--- src/rtl/disp_write_sched_pkg.sv ---
// Shared display-side definitions: digit geometry and the write-scheduler FSM states.
package disp_write_sched_pkg;

  localparam int unsigned NumDigits = 6;
  localparam int unsigned DigitW    = 4;
  localparam int unsigned FrameW    = NumDigits * DigitW;
  localparam int unsigned IdxW      = 3;

  typedef enum logic [1:0] {
    StIdle,
    StWrite,
    StHold
  } disp_state_e;

  // Digit idx of a packed frame; digit k occupies bits [4k+3:4k].
  function automatic logic [DigitW-1:0] frame_digit(input logic [FrameW-1:0] frame,
                                                    input logic [IdxW-1:0]   idx);
    return frame[{idx, 2'b00} +: DigitW];
  endfunction

endpackage

--- src/rtl/disp_write_sched_if.sv ---
// Requester handshakes plus the digit-register write port driven by the scheduler.
interface disp_write_sched_if;
  import disp_write_sched_pkg::*;

  logic              a_valid;
  logic [FrameW-1:0] a_data;
  logic              a_ready;
  logic              b_valid;
  logic [FrameW-1:0] b_data;
  logic              b_ready;
  logic              en;
  logic [IdxW-1:0]   bit_sel;
  logic [DigitW-1:0] data_in;
  logic              busy;
  logic              frame_done;
  logic              last_grant;

  modport slave (
    input  a_valid, a_data, b_valid, b_data,
    output a_ready, b_ready, en, bit_sel, data_in, busy, frame_done, last_grant
  );

  modport master (
    output a_valid, a_data, b_valid, b_data,
    input  a_ready, b_ready, en, bit_sel, data_in, busy, frame_done, last_grant
  );

endinterface

--- src/rtl/disp_write_sched_rr_arb2.sv ---
// Two-way round-robin arbiter; the pointer names the side that wins a tie (0 = A, 1 = B).
module rr_arb2 (
  input  logic       clk_i,
  input  logic       rst_i,
  input  logic [1:0] req_i,
  input  logic       en_i,
  output logic [1:0] gnt_o
);

  logic ptr_q, ptr_d;

  always_comb begin
    gnt_o = 2'b00;
    if (en_i) begin
      case (req_i)
        2'b01:   gnt_o = 2'b01;
        2'b10:   gnt_o = 2'b10;
        2'b11:   gnt_o = ptr_q ? 2'b10 : 2'b01;
        default: gnt_o = 2'b00;
      endcase
    end
    // After any grant the pointer favours the side that lost.
    ptr_d = ptr_q;
    if (gnt_o != 2'b00) ptr_d = gnt_o[0];
  end

  always_ff @(posedge clk_i) begin
    if (rst_i) ptr_q <= 1'b0;
    else       ptr_q <= ptr_d;
  end

endmodule

--- src/rtl/disp_write_sched.sv ---
// Arbitrates two frame requesters and writes the granted frame into the six digit registers.
module disp_write_sched
  import disp_write_sched_pkg::*;
#(
  parameter int unsigned HOLD_CYCLES = 0
) (
  input logic              clk_50M,
  input logic              rst,
  disp_write_sched_if.slave bus
);

  localparam int unsigned HoldW = (HOLD_CYCLES > 0) ? $clog2(HOLD_CYCLES + 1) : 1;
  localparam logic [HoldW-1:0] HoldLoad = HoldW'(HOLD_CYCLES);
  localparam logic [IdxW-1:0]  LastIdx  = IdxW'(NumDigits - 1);

  disp_state_e       state_q, state_d;
  logic [IdxW-1:0]   idx_q, idx_d;
  logic [HoldW-1:0]  hold_q, hold_d;
  logic [FrameW-1:0] shadow_q, shadow_d;
  logic              last_grant_q, last_grant_d;
  logic              en_q, en_d;
  logic [IdxW-1:0]   bit_sel_q, bit_sel_d;
  logic [DigitW-1:0] data_in_q, data_in_d;
  logic              busy_q, busy_d;
  logic              frame_done_q, frame_done_d;
  logic [1:0]        gnt;

  rr_arb2 u_arb (
    .clk_i (clk_50M),
    .rst_i (rst),
    .req_i ({bus.b_valid, bus.a_valid}),
    .en_i  ((state_q == StIdle) && !rst),
    .gnt_o (gnt)
  );

  assign bus.a_ready = gnt[0];
  assign bus.b_ready = gnt[1];

  always_comb begin
    state_d      = state_q;
    idx_d        = idx_q;
    hold_d       = hold_q;
    shadow_d     = shadow_q;
    last_grant_d = last_grant_q;
    unique case (state_q)
      StIdle: begin
        if (gnt != 2'b00) begin
          shadow_d     = gnt[1] ? bus.b_data : bus.a_data;
          last_grant_d = gnt[1];
          idx_d        = '0;
          state_d      = StWrite;
        end
      end
      StWrite: begin
        if (idx_q == LastIdx) begin
          idx_d = '0;
          if (HOLD_CYCLES > 0) begin
            state_d = StHold;
            hold_d  = HoldLoad;
          end else begin
            state_d = StIdle;
          end
        end else begin
          idx_d = idx_q + 1'b1;
        end
      end
      StHold: begin
        if (hold_q <= HoldW'(1)) state_d = StIdle;
        else                     hold_d  = hold_q - HoldW'(1);
      end
      default: state_d = StIdle;
    endcase

    // Outputs are registered, so derive them from the upcoming state.
    en_d         = (state_d == StWrite);
    bit_sel_d    = en_d ? idx_d : '0;
    data_in_d    = en_d ? frame_digit(shadow_d, idx_d) : '0;
    frame_done_d = en_d && (idx_d == LastIdx);
    busy_d       = (state_d != StIdle);
  end

  always_ff @(posedge clk_50M) begin
    if (rst) begin
      state_q      <= StIdle;
      idx_q        <= '0;
      hold_q       <= '0;
      shadow_q     <= '0;
      last_grant_q <= 1'b0;
      en_q         <= 1'b0;
      bit_sel_q    <= '0;
      data_in_q    <= '0;
      busy_q       <= 1'b0;
      frame_done_q <= 1'b0;
    end else begin
      state_q      <= state_d;
      idx_q        <= idx_d;
      hold_q       <= hold_d;
      shadow_q     <= shadow_d;
      last_grant_q <= last_grant_d;
      en_q         <= en_d;
      bit_sel_q    <= bit_sel_d;
      data_in_q    <= data_in_d;
      busy_q       <= busy_d;
      frame_done_q <= frame_done_d;
    end
  end

  assign bus.en         = en_q;
  assign bus.bit_sel    = bit_sel_q;
  assign bus.data_in    = data_in_q;
  assign bus.busy       = busy_q;
  assign bus.frame_done = frame_done_q;
  assign bus.last_grant = last_grant_q;

endmodule

--- src/flat_wrapper.sv ---
// flat-port wrapper written by rule: the top's interface ports become plain ports
module disp_write_sched_flat import disp_write_sched_pkg::*;
#(
  parameter int unsigned HOLD_CYCLES = 0
)
  (clk_50M, rst, bus_a_valid, bus_a_data, bus_b_valid, bus_b_data, bus_a_ready, bus_b_ready, bus_en, bus_bit_sel, bus_data_in, bus_busy, bus_frame_done, bus_last_grant);
  disp_write_sched_if bus_i ();
  input logic clk_50M;
  input logic rst;
  input wire logic [$bits(bus_i.a_valid)-1:0] bus_a_valid;
  input wire logic [$bits(bus_i.a_data)-1:0] bus_a_data;
  input wire logic [$bits(bus_i.b_valid)-1:0] bus_b_valid;
  input wire logic [$bits(bus_i.b_data)-1:0] bus_b_data;
  output wire logic [$bits(bus_i.a_ready)-1:0] bus_a_ready;
  output wire logic [$bits(bus_i.b_ready)-1:0] bus_b_ready;
  output wire logic [$bits(bus_i.en)-1:0] bus_en;
  output wire logic [$bits(bus_i.bit_sel)-1:0] bus_bit_sel;
  output wire logic [$bits(bus_i.data_in)-1:0] bus_data_in;
  output wire logic [$bits(bus_i.busy)-1:0] bus_busy;
  output wire logic [$bits(bus_i.frame_done)-1:0] bus_frame_done;
  output wire logic [$bits(bus_i.last_grant)-1:0] bus_last_grant;
  assign bus_i.a_valid = bus_a_valid;
  assign bus_i.a_data = bus_a_data;
  assign bus_i.b_valid = bus_b_valid;
  assign bus_i.b_data = bus_b_data;
  assign bus_a_ready = bus_i.a_ready;
  assign bus_b_ready = bus_i.b_ready;
  assign bus_en = bus_i.en;
  assign bus_bit_sel = bus_i.bit_sel;
  assign bus_data_in = bus_i.data_in;
  assign bus_busy = bus_i.busy;
  assign bus_frame_done = bus_i.frame_done;
  assign bus_last_grant = bus_i.last_grant;
  disp_write_sched #(.HOLD_CYCLES(HOLD_CYCLES)) u_core (.clk_50M(clk_50M), .rst(rst), .bus(bus_i));
endmodule
--- config.mk ---
export PLATFORM = sky130hd
export DESIGN_NAME = disp_write_sched_flat
export DESIGN_NICKNAME = d
export VERILOG_FILES = /design/src/rtl/disp_write_sched_pkg.sv /design/src/rtl/disp_write_sched_if.sv /design/src/rtl/disp_write_sched_rr_arb2.sv /design/src/rtl/disp_write_sched.sv /design/src/flat_wrapper.sv
export SDC_FILE = /design/constraint.sdc
export NUM_CORES = 1
export LEC_CHECK = 0
export ABC_AREA = 1
export CAP_MARGIN = 40
export CORE_MARGIN = 2
export CORE_UTILIZATION = 39
export CTS_CLUSTER_SIZE = 16
export DETAILED_ROUTE_END_ITERATION = 10
export PLACE_DENSITY = 0.69
export SYNTH_ARGS = -nofsm -noshare
export SYNTH_HDL_FRONTEND = slang
export SYNTH_HIERARCHICAL = 1
export SYNTH_SLANG_ARGS = --single-unit
--- constraint.sdc ---
create_clock -name clk_50M -period 3.85 [get_ports clk_50M]
set_clock_uncertainty 0.05 [all_clocks]
set_input_delay 0.385 -clock clk_50M [delete_from_list [all_inputs] [get_ports clk_50M]]
set_output_delay 0.385 -clock clk_50M [all_outputs]
set_load 0.05 [all_outputs]
==> flow_summary.toml <==
[logic_synthesis]
synth.ff_latch_count = 41
yosys_warnings = 6
synthesis.nets = 366
synth_top_cell_area_share_pct = 39.5
async_flop_share_pct = 0
yosysSeqAreaShare_pct = 39.5
synth-main-ff-cell = "dfxtp_1"
syn-instance-count = 314
yosys-top-cells-area = "dfxtp_1 (39%), nand2_1 (21%), nor2_1 (7.0%), nand3_1 (5.1%), a21oi_1 (4.1%)"
yosysMostFrequentCell = "nand2_1"
synthTopCellsByCount = "nand2_1 (118), dfxtp_1 (41), nor2_1 (39)"
synth_edf_count = 0
synth.avg_cell_area_um2 = 6.62
yosysTopAreaCell = "dfxtp_1"
synthDistinctLibCells = 24
netlist_area_um2 = 2080

[outcome]
run_status = "finished, final reports clean"

[global_route]
grt_pass1_vias = 1965
overflow = 0
antenna_found_initial = 0
grtUsageTotal_pct = 18.3
grt_pass1_wl_um = 8760
grt_max_degree = 30

[run]
maxCapViolations = 0

[sta]
finalHoldViolations = 0
rsz0062_at_grt = "no"
timing.final.crit_period_ns = 2.65
worstMarginPinSlew_ns = 0.502
fmaxAchievable_mhz = 377
period_share_pct = 68.9
drv_slew = 0
max_slew_margin_pct = 66.4
tns_ns = 0
hold_slack_ns = 0.423
finalSetupViolCount = 0

[pwr]
p_leak_nw = 1.26
vdd_drop_max_v = 0.000183
power_uw = 995
power_density_nw_per_um2 = 347

[detailed_routing]
firstDrtPassIters = 4
first_iter_violations = 129
drtAntennaViolNets = 0
routed_wl_um = 5060
vias = 2091
drc = 0
vias_per_cell = 4.69
wl_per_cell_um = 11.3

[clocking]
clk_latency_ns = 0.29
hold_buffers = 0
clk_pin_slew_ns = 0.08
cts.sinks = 41
clock_tree.buffer_depth = 2
cts_root_buf = "clkbuf_8"
post_cts_buffers = 0
htree_levels = 2
cts_tree = "done"
post_cts_resized = 0
cts_inserted_buffers = 5

[floorplan]
rows = 26
die_h_um = 77
die_area_um2 = 5930
initial_core_util_pct = 40.4
dieWidth_um = 77
num_io_pins = 65
core_um2 = 5140

[setup_path]
start_kind = "flop"
cp.required_ns = 4.02
reg2reg_depth = 15
crit_type = "reg -> reg"
crit_arrival_ns = 2.83
r2r_slack_ns = 1.20
worstSetupEndpointType = "flop"
crit_fanout = 17

[placed_design]
place_congestion = 0.787
dp_cells = 438
hpwl_um = 3680
portBuffers = 64

[final_layout]
stdcell_count = 446
nets = 427
drive_gt1_share_pct = 9.31
area_growth_syn_to_layout_pct = 38.0
n_antenna_cell = 0

[worst_hold_path]
hold_depth = 2
hold_class = "reg -> reg"
## cell type report
type	instances	area, µm²
Tap cell	70	87.6
Timing Repair Buffer	68	668
Multi-Input combinational cell	237	1070
Clock inverter	3	65.1
Fill cell	545	2270
Sequential cell	41	821
Inverter	22	87.6
Clock buffer	5	68.8
## state kept, by name (all words and copies together), names as in the netlist, 2 cells and up
signal and flops:
u_core/bus.bit_sel 3, u_core/state_q 2, u_core/idx_q 3, u_core/bus.data_in 4, u_core/shadow_q 24
## power by group
| part | internal (mW) | total, mW | switching [mW] |
|---|---|---|---|
| Sequential | 0.436 | 0.442 | 0.00521 |
| Clock | 0.258 | 0.408 | 0.150 |
| Combinational | 0.0737 | 0.146 | 0.0725 |
| Total | 0.768 | 0.995 | 0.228 |
## per-layer routing
| layer | track usage, % | part of all wire, % |
|---|---|---|
| met1 | 21.7 | 43 |
| met2 | 31.8 | 50 |
| met3 | 3.88 | 4.9 |
| met4 | 7.50 | 1.3 |
| met5 | 0 | 0 |
## cell usage in the layout (no fill, tap or decap), types with 2 or more instances in the layout
master,count
a21oi_2,2
buf_4,5
inv_2,2
clkdlybuf4s50_1,63
inv_1,18
nand2_1,118
dfxtp_1,41
bufinv_16,2
nand2_2,6
nand4_1,3
o21ai_1,9
nand2_4,4
a21oi_1,16
o21ai_0,11
nor2_1,39
nand3_1,21
nor2_4,2
clkbuf_8,5
nor2_2,2
## worst paths after layout
check,start,end
hold reg to reg,u_core/bus.last_grant,u_core/bus.last_grant
hold / removal,u_core/bus.last_grant,u_core/bus.last_grant
setup / recovery,u_core/state_q[0],u_core/bus.data_in[0]
setup reg to reg,u_core/state_q[0],u_core/bus.data_in[0]
## logic make-up (layout without fill, tap and decap cells)
kind of cell	after synthesis	count (layout)	synth area share, %
and+or+nand+nor	196	196	40.6
DFF	41	41	39.5
AOI/OAI and AO/OA	40	40	10.5
buffers and inverters	36	98	9.21
other	1	1	0.180
## critical path: stages (launching register included)
cell and delay, ns:
dfxtp_1 0.35, inv_2 0.09, nand2_1 0.11, nor2_1 0.17
nand2_1 0.11, a21oi_2 0.13, buf_4 0.24, nor2_1 0.08
nor2_2 0.41, buf_4 0.30, nand2_1 0.10, nand2_1 0.07
nand2_1 0.05, nand3_1 0.07, nand3_1 0.11, a21oi_1 0.13
## metrics by stage
step	area, µm²	setup WS (ns)	utilization [%]
finish	2870	1.20	55.8
global route	2870	0.858	55.8
CTS	2870	1.20	55.8
detailed placement	2730	0.965	53.2
global placement	2730	1.02	53.2
floorplan	2080	1.03	-
Power figures use the tool's default switching activity.
